File: config.mk
export PLATFORM = sky130hd
export DESIGN_NAME = hazard_scoreboard_unit_flat
export DESIGN_NICKNAME = d
export VERILOG_FILES = /design/src/rtl/hazard_pkg.sv /design/src/rtl/hazard_scoreboard_unit_if.sv /design/src/rtl/hazard_scoreboard_unit_reg_match.sv /design/src/rtl/hazard_scoreboard_unit.sv /design/src/flat_wrapper.sv
export SDC_FILE = /design/constraint.sdc
export NUM_CORES = 1
export LEC_CHECK = 0
export ABC_AREA = 1
export CORE_ASPECT_RATIO = 0.5
export CORE_UTILIZATION = 40
export CTS_BUF_LIST = sky130_fd_sc_hd__clkbuf_4 sky130_fd_sc_hd__clkbuf_8 sky130_fd_sc_hd__clkbuf_16
export DETAILED_ROUTE_END_ITERATION = 10
export PLACE_DENSITY_LB_ADDON = 0.25
export RECOVER_POWER = 50
export SYNTH_ARGS = -nofsm -noshare
export SYNTH_HDL_FRONTEND = slang
export SYNTH_HIERARCHICAL = 1
export SYNTH_SLANG_ARGS = --single-unit
File: constraint.sdc
create_clock -name clock -period 3.1 [get_ports clock]
set_input_delay 0.465 -clock clock [delete_from_list [all_inputs] [get_ports clock]]
set_output_delay 0.465 -clock clock [all_outputs]
set_load 0.02 [all_outputs]
File: src/rtl/hazard_pkg.sv
// Shared types and helpers for the hazard/scoreboard unit: MD tracking states and the
// register-match predicate used for every source/destination comparison.
package hazard_pkg;

  localparam int unsigned MAX_AW = 16;
  localparam logic [MAX_AW-1:0] REG_ZERO = '0;

  typedef enum logic [1:0] {
    IDLE  = 2'd0,
    BUSY  = 2'd1,
    DRAIN = 2'd2
  } md_state_t;

  // Register 0 is hard-wired zero, so it never creates a dependency.
  function automatic logic match(input logic [MAX_AW-1:0] x,
                                 input logic [MAX_AW-1:0] y,
                                 input logic              used);
    return used & (x == y) & (y != REG_ZERO);
  endfunction

endpackage

File: src/rtl/hazard_scoreboard_unit_if.sv
// Decode-side hazard bus: F/D and D/X operand info in, stall/bubble and MD status out.
interface hazard_scoreboard_unit_if #(
  parameter int unsigned REG_AW = 5,
  parameter int unsigned CNT_W  = 7
) ();

  logic [REG_AW-1:0] fd_rs1;
  logic [REG_AW-1:0] fd_rs2;
  logic              fd_rs1_used;
  logic              fd_rs2_used;
  logic [REG_AW-1:0] fd_rd;
  logic              fd_rd_used;
  logic              fd_is_st;
  logic              fd_is_md;
  logic [REG_AW-1:0] dx_rd;
  logic              dx_is_ld;
  logic              dx_md_start;
  logic              md_done;
  logic              stall_fd;
  logic              bubble_dx;
  logic              md_busy;
  logic [CNT_W-1:0]  md_count;
  logic              md_timeout;

  modport master (
    output fd_rs1, fd_rs2, fd_rs1_used, fd_rs2_used, fd_rd, fd_rd_used,
           fd_is_st, fd_is_md, dx_rd, dx_is_ld, dx_md_start, md_done,
    input  stall_fd, bubble_dx, md_busy, md_count, md_timeout
  );

  modport slave (
    input  fd_rs1, fd_rs2, fd_rs1_used, fd_rs2_used, fd_rd, fd_rd_used,
           fd_is_st, fd_is_md, dx_rd, dx_is_ld, dx_md_start, md_done,
    output stall_fd, bubble_dx, md_busy, md_count, md_timeout
  );

endinterface

File: src/rtl/hazard_scoreboard_unit_reg_match.sv
// Single register-dependency comparator: equal addresses, operand used, address nonzero.
module reg_match
  import hazard_pkg::*;
#(
  parameter int unsigned REG_AW = 5
) (
  input  logic [REG_AW-1:0] a,
  input  logic [REG_AW-1:0] b,
  input  logic              used,
  output logic              hit_c
);

  assign hit_c = match(MAX_AW'(a), MAX_AW'(b), used);

endmodule

File: src/rtl/hazard_scoreboard_unit.sv
// Decode-stage hazard unit: load-use detection plus a one-entry scoreboard for the
// multi-cycle mult/div result, with a sticky watchdog on overdue MD completion.
module hazard_scoreboard_unit
  import hazard_pkg::*;
#(
  parameter int unsigned REG_AW = 5,
  parameter int unsigned MD_LAT = 32,
  parameter int unsigned CNT_W  = 7
) (
  input  logic                   clock,
  input  logic                   reset,
  hazard_scoreboard_unit_if.slave hz
);

  localparam int unsigned TO_LIM = 2 * MD_LAT;
  localparam logic [CNT_W-1:0] CNT_MAX  = CNT_W'(TO_LIM);
  localparam logic [CNT_W-1:0] CNT_TRIP = CNT_W'(TO_LIM - 1);

  md_state_t         state_q, state_d;
  logic [REG_AW-1:0] pend_rd_q, pend_rd_d;
  logic [CNT_W-1:0]  cnt_q, cnt_d;
  logic              to_q, to_d;
  logic              busy_q, busy_d;

  logic lu_rs1_c, lu_rs2_c, md_rs1_c, md_rs2_c, md_rd_c;
  logic lu_c, mh_c;

  reg_match #(.REG_AW(REG_AW)) u_lu_rs1 (
    .a(hz.fd_rs1), .b(hz.dx_rd), .used(hz.fd_rs1_used), .hit_c(lu_rs1_c));
  reg_match #(.REG_AW(REG_AW)) u_lu_rs2 (
    .a(hz.fd_rs2), .b(hz.dx_rd), .used(hz.fd_rs2_used), .hit_c(lu_rs2_c));
  reg_match #(.REG_AW(REG_AW)) u_md_rs1 (
    .a(hz.fd_rs1), .b(pend_rd_q), .used(hz.fd_rs1_used), .hit_c(md_rs1_c));
  reg_match #(.REG_AW(REG_AW)) u_md_rs2 (
    .a(hz.fd_rs2), .b(pend_rd_q), .used(hz.fd_rs2_used), .hit_c(md_rs2_c));
  reg_match #(.REG_AW(REG_AW)) u_md_rd (
    .a(hz.fd_rd), .b(pend_rd_q), .used(hz.fd_rd_used), .hit_c(md_rd_c));

  // Store data on rs2 is bypassed M->M, so it does not need the load-use bubble.
  assign lu_c = hz.dx_is_ld & (lu_rs1_c | (lu_rs2_c & ~hz.fd_is_st));
  assign mh_c = (busy_q & (md_rs1_c | md_rs2_c | md_rd_c)) |
                (hz.fd_is_md & (state_q == BUSY));

  assign hz.stall_fd   = lu_c | mh_c;
  assign hz.bubble_dx  = lu_c | mh_c;
  assign hz.md_busy    = busy_q;
  assign hz.md_count   = cnt_q;
  assign hz.md_timeout = to_q;

  always_ff @(posedge clock) begin
    if (reset) begin
      state_q   <= IDLE;
      pend_rd_q <= '0;
      cnt_q     <= '0;
      to_q      <= 1'b0;
      busy_q    <= 1'b0;
    end else begin
      state_q   <= state_d;
      pend_rd_q <= pend_rd_d;
      cnt_q     <= cnt_d;
      to_q      <= to_d;
      busy_q    <= busy_d;
    end
  end

  // MD scoreboard next state; a completion in BUSY wins over a (stall-prevented) new issue.
  always_comb begin
    state_d   = state_q;
    pend_rd_d = pend_rd_q;
    cnt_d     = cnt_q;
    to_d      = to_q;
    case (state_q)
      IDLE: begin
        if (hz.dx_md_start) begin
          state_d   = BUSY;
          pend_rd_d = hz.dx_rd;
          cnt_d     = '0;
        end
      end
      BUSY: begin
        if (cnt_q != CNT_MAX) cnt_d = cnt_q + CNT_W'(1);
        if (cnt_q == CNT_TRIP) to_d = 1'b1;
        if (hz.md_done) state_d = DRAIN;
      end
      DRAIN: begin
        if (hz.dx_md_start) begin
          state_d   = BUSY;
          pend_rd_d = hz.dx_rd;
          cnt_d     = '0;
        end else begin
          state_d = IDLE;
        end
      end
      default: state_d = IDLE;
    endcase
    busy_d = (state_d != IDLE);
  end

endmodule

File: src/flat_wrapper.sv
// flat-port wrapper written by rule: the top's interface ports become plain ports
module hazard_scoreboard_unit_flat import hazard_pkg::*;
#(
  parameter int unsigned REG_AW = 5,
  parameter int unsigned MD_LAT = 32,
  parameter int unsigned CNT_W  = 7
)
  (clock, reset, hz_fd_rs1, hz_fd_rs2, hz_fd_rs1_used, hz_fd_rs2_used, hz_fd_rd, hz_fd_rd_used, hz_fd_is_st, hz_fd_is_md, hz_dx_rd, hz_dx_is_ld, hz_dx_md_start, hz_md_done, hz_stall_fd, hz_bubble_dx, hz_md_busy, hz_md_count, hz_md_timeout);
  hazard_scoreboard_unit_if #(.REG_AW(REG_AW), .CNT_W(CNT_W)) hz_i ();
  input  logic clock;
  input  logic reset;
  input wire logic [$bits(hz_i.fd_rs1)-1:0] hz_fd_rs1;
  input wire logic [$bits(hz_i.fd_rs2)-1:0] hz_fd_rs2;
  input wire logic [$bits(hz_i.fd_rs1_used)-1:0] hz_fd_rs1_used;
  input wire logic [$bits(hz_i.fd_rs2_used)-1:0] hz_fd_rs2_used;
  input wire logic [$bits(hz_i.fd_rd)-1:0] hz_fd_rd;
  input wire logic [$bits(hz_i.fd_rd_used)-1:0] hz_fd_rd_used;
  input wire logic [$bits(hz_i.fd_is_st)-1:0] hz_fd_is_st;
  input wire logic [$bits(hz_i.fd_is_md)-1:0] hz_fd_is_md;
  input wire logic [$bits(hz_i.dx_rd)-1:0] hz_dx_rd;
  input wire logic [$bits(hz_i.dx_is_ld)-1:0] hz_dx_is_ld;
  input wire logic [$bits(hz_i.dx_md_start)-1:0] hz_dx_md_start;
  input wire logic [$bits(hz_i.md_done)-1:0] hz_md_done;
  output wire logic [$bits(hz_i.stall_fd)-1:0] hz_stall_fd;
  output wire logic [$bits(hz_i.bubble_dx)-1:0] hz_bubble_dx;
  output wire logic [$bits(hz_i.md_busy)-1:0] hz_md_busy;
  output wire logic [$bits(hz_i.md_count)-1:0] hz_md_count;
  output wire logic [$bits(hz_i.md_timeout)-1:0] hz_md_timeout;
  assign hz_i.fd_rs1 = hz_fd_rs1;
  assign hz_i.fd_rs2 = hz_fd_rs2;
  assign hz_i.fd_rs1_used = hz_fd_rs1_used;
  assign hz_i.fd_rs2_used = hz_fd_rs2_used;
  assign hz_i.fd_rd = hz_fd_rd;
  assign hz_i.fd_rd_used = hz_fd_rd_used;
  assign hz_i.fd_is_st = hz_fd_is_st;
  assign hz_i.fd_is_md = hz_fd_is_md;
  assign hz_i.dx_rd = hz_dx_rd;
  assign hz_i.dx_is_ld = hz_dx_is_ld;
  assign hz_i.dx_md_start = hz_dx_md_start;
  assign hz_i.md_done = hz_md_done;
  assign hz_stall_fd = hz_i.stall_fd;
  assign hz_bubble_dx = hz_i.bubble_dx;
  assign hz_md_busy = hz_i.md_busy;
  assign hz_md_count = hz_i.md_count;
  assign hz_md_timeout = hz_i.md_timeout;
  hazard_scoreboard_unit #(.REG_AW(REG_AW), .MD_LAT(MD_LAT), .CNT_W(CNT_W)) u_core (.clock(clock), .reset(reset), .hz(hz_i));
endmodule
== Yosys cells after proc, flatten, opt, wreduce, memory -nomap -nowiden ==
Index checks and enable logic that the tools add are counted.

* Flip-flop bits (word level): 16
* Latch bits: 0
* RAM bits: 0
* ROM bits: 0
* Bits of input ports: 30
* Memories: 0

* Add/subtract/negate cells: 1
* Multipliers: 0
* Divide/modulo/power cells: 0
* Order comparisons: 0
* Equality and inequality tests: 11
* Shift operators: 0
* Muxes and demuxes: 7
* Bitwise operators: 20
* Reduce and logical (&&, ||, !) cells: 9

{| class="wikitable"
|+ Operator list
! cell !! count
|-
| $eq A5 B5 Y1 || 5
|-
| $and A1 B1 Y1 || 14
|-
| $mux W7 || 2
|-
| $pmux W7 S2 || 1
|-
| $reduce_bool A5 Y1 || 2
|-
| $add A7 B1 Y7 const B || 1
|-
| $eq A7 B6 Y1 const B || 1
|-
| $ne A7 B7 Y1 const B || 1
|-
| $pmux W2 S3 || 1
|-
| $or A1 B1 Y1 || 5
|-
| $mux W2 || 2
|-
| $reduce_and A2 Y1 || 2
|-
| $reduce_bool A2 Y1 || 2
|-
| $reduce_and A3 Y1 || 1
|-
| $eq A2 B1 Y1 const B || 1
|-
| $eq A2 B2 Y1 const B || 1
|-
| $logic_not A2 Y1 || 1
|-
| $ne A2 B1 Y1 const B || 1
|-
| $ne A2 B2 Y1 const B || 1
|-
| $reduce_or A2 Y1 || 1
|-
| $mux W1 || 1
|-
| $not A1 Y1 || 1
|}

== Longest topological paths before layout ==
* Depth after elaboration: 8
* Gate-level depth with buffers: 11
* Depth with buffers taken out: 10

== By module ==
The synthesis kept the hierarchy.

{| class="wikitable"
|+ Modules (own cells, without submodules)
! module !! times used !! cells an instance !! area an instance (µm²) !! sequential area each (µm²)
|-
| hazard_scoreboard_unit || 1 || 114 || 799.5 || 320.3
|-
| reg_match || 5 || 26 || 106.4 || 0.0
|}

== Worst setup path after synthesis ==
No wires, ideal clock.

* Path type: input-to-output
* From: input port hz_fd_rs2[3]
* To: output port hz_stall_fd
* Arrival: 1.462 ns
* Setup slack: 1.173 ns
* Cell stages on the path: 7
* Path buffers: 1
* Cells stage by stage: nor2_1 nand3_1 a21oi_1 nor2_1 o31ai_1 nand3_1 buf_4

* Longest elaborated chain between the ends: 8
* Elaborated cells between the ends (all ways): 14
* Classes of those cells: eq/ne (2); bitwise (12)

{| class="wikitable"
|+ Ends and longest elaborated chain
! what !! RTL line !! source
|-
| start, declared || flat_wrapper.sv:13 || <nowiki>input wire logic [$bits(hz_i.fd_rs2)-1:0] hz_fd_rs2;</nowiki>
|-
| $eq A5 B5 Y1 || hazard_pkg.sv:18 || <nowiki>return used & (x == y) & (y != REG_ZERO);</nowiki>
|-
| $and A1 B1 Y1 (2 in series) || hazard_pkg.sv:18 ||
|-
| via u_core.md_rs2_c || hazard_scoreboard_unit.sv:25 || <nowiki>logic lu_rs1_c, lu_rs2_c, md_rs1_c, md_rs2_c, md_rd_c;</nowiki>
|-
| $or A1 B1 Y1 (2 in series) || hazard_scoreboard_unit.sv:41 || <nowiki>assign mh_c = (busy_q & (md_rs1_c | md_rs2_c | md_rd_c)) |</nowiki>
|-
| $and A1 B1 Y1 || hazard_scoreboard_unit.sv:41 ||
|-
| $or A1 B1 Y1 || hazard_scoreboard_unit.sv:41 ||
|-
| $or A1 B1 Y1 || -- ||
|-
| end, declared || flat_wrapper.sv:24 || <nowiki>output wire logic [$bits(hz_i.stall_fd)-1:0] hz_stall_fd;</nowiki>
|}

The timed path passes the listed nets, and every way through them passes these cells.

== Final worst setup path ==
* From: input port hz_dx_rd[1]
* To: output port hz_bubble_dx

* Longest elaborated chain between the ends: 7
* Elaborated cells between the ends (all ways): 11
* Classes of those cells: eq/ne (2); bitwise (8); reduce/logical (1)

{| class="wikitable"
|+ Ends and longest elaborated chain
! what !! RTL line !! source
|-
| start, declared || flat_wrapper.sv:20 || <nowiki>input wire logic [$bits(hz_i.dx_rd)-1:0] hz_dx_rd;</nowiki>
|-
| $eq A5 B5 Y1 || hazard_pkg.sv:18 ||
|-
| $and A1 B1 Y1 || hazard_pkg.sv:18 ||
|-
| $and A1 B1 Y1 (*) || hazard_pkg.sv:18 ||
|-
| via u_core.lu_rs2_c || hazard_scoreboard_unit.sv:25 ||
|-
| $and A1 B1 Y1 (*) || hazard_scoreboard_unit.sv:40 || <nowiki>assign lu_c = hz.dx_is_ld & (lu_rs1_c | (lu_rs2_c & ~hz.fd_is_st));</nowiki>
|-
| $or A1 B1 Y1 (*) || hazard_scoreboard_unit.sv:40 ||
|-
| $and A1 B1 Y1 (*) || hazard_scoreboard_unit.sv:40 ||
|-
| $or A1 B1 Y1 (*) || hazard_scoreboard_unit.sv:45 || <nowiki>assign hz.bubble_dx = lu_c | mh_c;</nowiki>
|-
| end, declared || flat_wrapper.sv:25 || <nowiki>output wire logic [$bits(hz_i.bubble_dx)-1:0] hz_bubble_dx;</nowiki>
|}

The timed path passes the listed nets; every way through them passes the cells marked *.

==> flow_summary.toml <==
[outcome]
status = "complete, no violations"

[hold_path]
hold_path.class = "reg -> reg"
holdCritStartpoint = "u_core/hz.md_timeout"

[routing]
wire_per_inst_um = 10.2
num_vias = 1523
drt_first_iter_violations = 80
drt-pass1-iter-count = 4
drc_errors = 0
wl_um = 3290
drtAntennaViolNets = 0
vias_per_cell = 4.70

[synthesis]
ys_ff_latch = 16
synth.avg_cell_area_um2 = 5.46
synth_area_leaders = "dfxtp_1 (24%), nand2_1 (21%), nor2_1 (12%), inv_1 (12%), nand3_1 (7.9%)"
synth_top_area_cell = "dfxtp_1"
yosys_warnings = 6
synth_nets = 276
yosysSeqAreaShare = 0.241
netlist_area_um2 = 1330
synth_top_area_share = 0.241
synth_cell_types = 24
syn-instance-count = 244

[cts]
post_cts_resized = 0
h-tree-depth = 1
cts_setup_buffers = 0
path_clk_slew_ns = 0.06
ctsHoldBuffers = 0
numCtsBuffers = 3
cts_max_path_buffers = 2
clkLatencyLatePin_ns = 0.25
cts.sinks = 16
cts_tree = "built"
ctsRootBufferMaster = "clkbuf_8"

[timing]
maxSlewHeadroom = 0.675
setup_tns_ns = 0
setup_ws_ns = 0.218
finalSetupViolations = 0
min_period_ns = 2.88
period_share = 0.930
fin_skew_ns = 0.00614
clock.fmax_mhz = 347
hold_viol_final = 0
tightest_slew_ns = 0.486
final_max_slew_viol_count = 0
whs_ns = 0.456
rsz0062_at_grt = "no"

[placement]
numPortBuffers = 40
dpl.hpwl_um = 2490
gp_congestion = 0.810
dpl_worst_slack_ns = 0.207

[power_and_ir_drop]
p_leak_nw = 0.862
seqPwrFrac = 0.429
combPwrFrac = 0.287
irDropWorstVdd_uv = 209
p_total_mw = 0.539
switching_share = 0.301
switchingPower_mw = 0.162
internal-power_mw = 0.376
clockPowerShare = 0.284
p_per_area_nw_per_um2 = 300

[global_route]
antenna_found_initial = 0
grt-ovfl-total = 0
grt_max_degree = 15
grt_pass1_wl_um = 5580
grt_usage = 0.195
first_global_vias = 1260

[critical_path]
start_kind = "input pin"
path_cells = "clkdlybuf4s50_1 -> inv_1 -> nand2_1 -> nand2_1 -> nor2_1 -> nand3_1 -> nor2_1 -> inv_1 -> nor2_1 -> o21ai_0 -> nand3_1 -> clkdlybuf4s50_1"
endpoint_kind = "output pin"
arrival_ns = 2.42
timing.rr.start = "u_core/hz.md_count[0]"
crit_path_frequent_cell = "nor2_1"
critPathMaxFanout = 7
crit_path_start = "hz_dx_rd[1]"
crit_required_ns = 2.63
slowest_stage = "clkdlybuf4s50_1"
crit_family = "buffers and inverters"
slowest_delay_ns = 0.61
path_class = "in -> out"
cp.buffers_inverters = 4

[cells_and_area]
final_nets = 318
syn_to_final_growth_pct = 35.0
n_antenna_cell = 0
drive_gt1_frac = 0.0563

[floorplanning]
die_height_um = 42.8
core_area_um2 = 3080
die_x_um = 83.6
io-pin-count = 41
fp-row-count = 14
start_util = 0.432
dieArea_um2 = 3580

[job]
maxCapViolCount = 0
kinds of logic (layout without fill, tap and decap cells):
group | count (synthesis) | count (layout) | share of synthesized area
buffers and inverters | 54 | 94 | 0.156
adder cells (fa/ha/maj) | 2 | 2 | 0.0188
XOR/XNOR | 5 | 5 | 0.0329
AO/OA/AOI/OAI | 20 | 20 | 0.0818
flip-flops | 16 | 16 | 0.241
AND/OR/NAND/NOR | 147 | 147 | 0.470
path summary, 6_finish.rpt:
kind / depth (start not counted) / slack [ns] / end
hold / removal: 2 / 0.46 / u_core/hz.md_timeout
hold reg to reg: 2 / 0.46 / u_core/hz.md_timeout
setup reg to reg: 9 / 1.68 / u_core/hz.md_count[4]
setup / recovery: 12 / 0.22 / hz_bubble_dx
sequential cells by signal, summed over array words and instances, names as in the netlist:
register / flops
u_core/hz.md_busy: 1
u_core/hz.md_count: 7
u_core/hz.md_timeout: 1
u_core/pend_rd_q: 5
u_core/state_q: 2
per-layer routing:
| metal | global-route usage | share of wire |
|---|---|---|
| met5 | 0 | 0 |
| met4 | 0.0610 | 0.0088 |
| met3 | 0.0370 | 0.036 |
| met2 | 0.332 | 0.46 |
| met1 | 0.253 | 0.50 |
worst min-delay path: stages, from the launching register on:
cell,delay (ns)
dfxtp_1,0.31
inv_1,0.04
a21oi_1,0.06
metrics by stage:
step,std cells,instance area [um^2],utilization
finish,324,1800,0.583
global placement,321,1770,0.573
detailed placement,321,1770,0.573
global route,324,1800,0.583
floorplan,244,1330,-
CTS,324,1810,0.586
layout make-up:
| cell class | count | area (um^2) |
|---|---|---|
| Sequential cell | 16 | 320 |
| Multi-Input combinational cell | 174 | 793 |
| Tap cell | 40 | 50.0 |
| Inverter | 51 | 191 |
| Clock buffer | 3 | 41.3 |
| Timing Repair Buffer | 40 | 400 |
| Fill cell | 321 | 1290 |
power groups by stage:
stage | logic [mW] | clock network [mW] | registers [mW]
after floorplan | 0.0863 | 0 | 0.233
after CTS | 0.157 | 0.162 | 0.231
after global placement | 0.155 | 0 | 0.235
after detailed placement | 0.156 | 0 | 0.236
after global routing | 0.174 | 0.174 | 0.233
final | 0.155 | 0.153 | 0.231
Yosys cell counts:
cell / instances
a21oi_2: 1
nor3_2: 1
o21ai_1: 5
nor3_1: 1
ha_1: 2
clkbuf_1: 1
clkinv_1: 2
nand2_1: 73
nand4_1: 3
a21oi_1: 11
o21ai_0: 1
xnor2_1: 5
nand3_2: 2
nand2_4: 1
buf_4: 1
o31ai_1: 2
nor2_1: 42
inv_2: 8
nand2_2: 2
nor2_4: 1
inv_1: 41
buf_2: 1
nand3_1: 21
dfxtp_1: 16
layout by cell type, fill, tap and decap left out, drive strengths merged:
cell type,netlist,final
nand2,76,76
inv,49,49
nor2,43,43
clkdlybuf4s50,0,38
nand3,23,23
dfxtp,16,16
a21oi,12,12
o21ai,6,6
xnor2,5,5
clkbuf,1,3
nand4,3,3
dlygate4sd3,0,2
o31ai,2,2
clkinv,2,2
nor3,2,2
ha,2,2
Power figures use the tool's default switching activity.
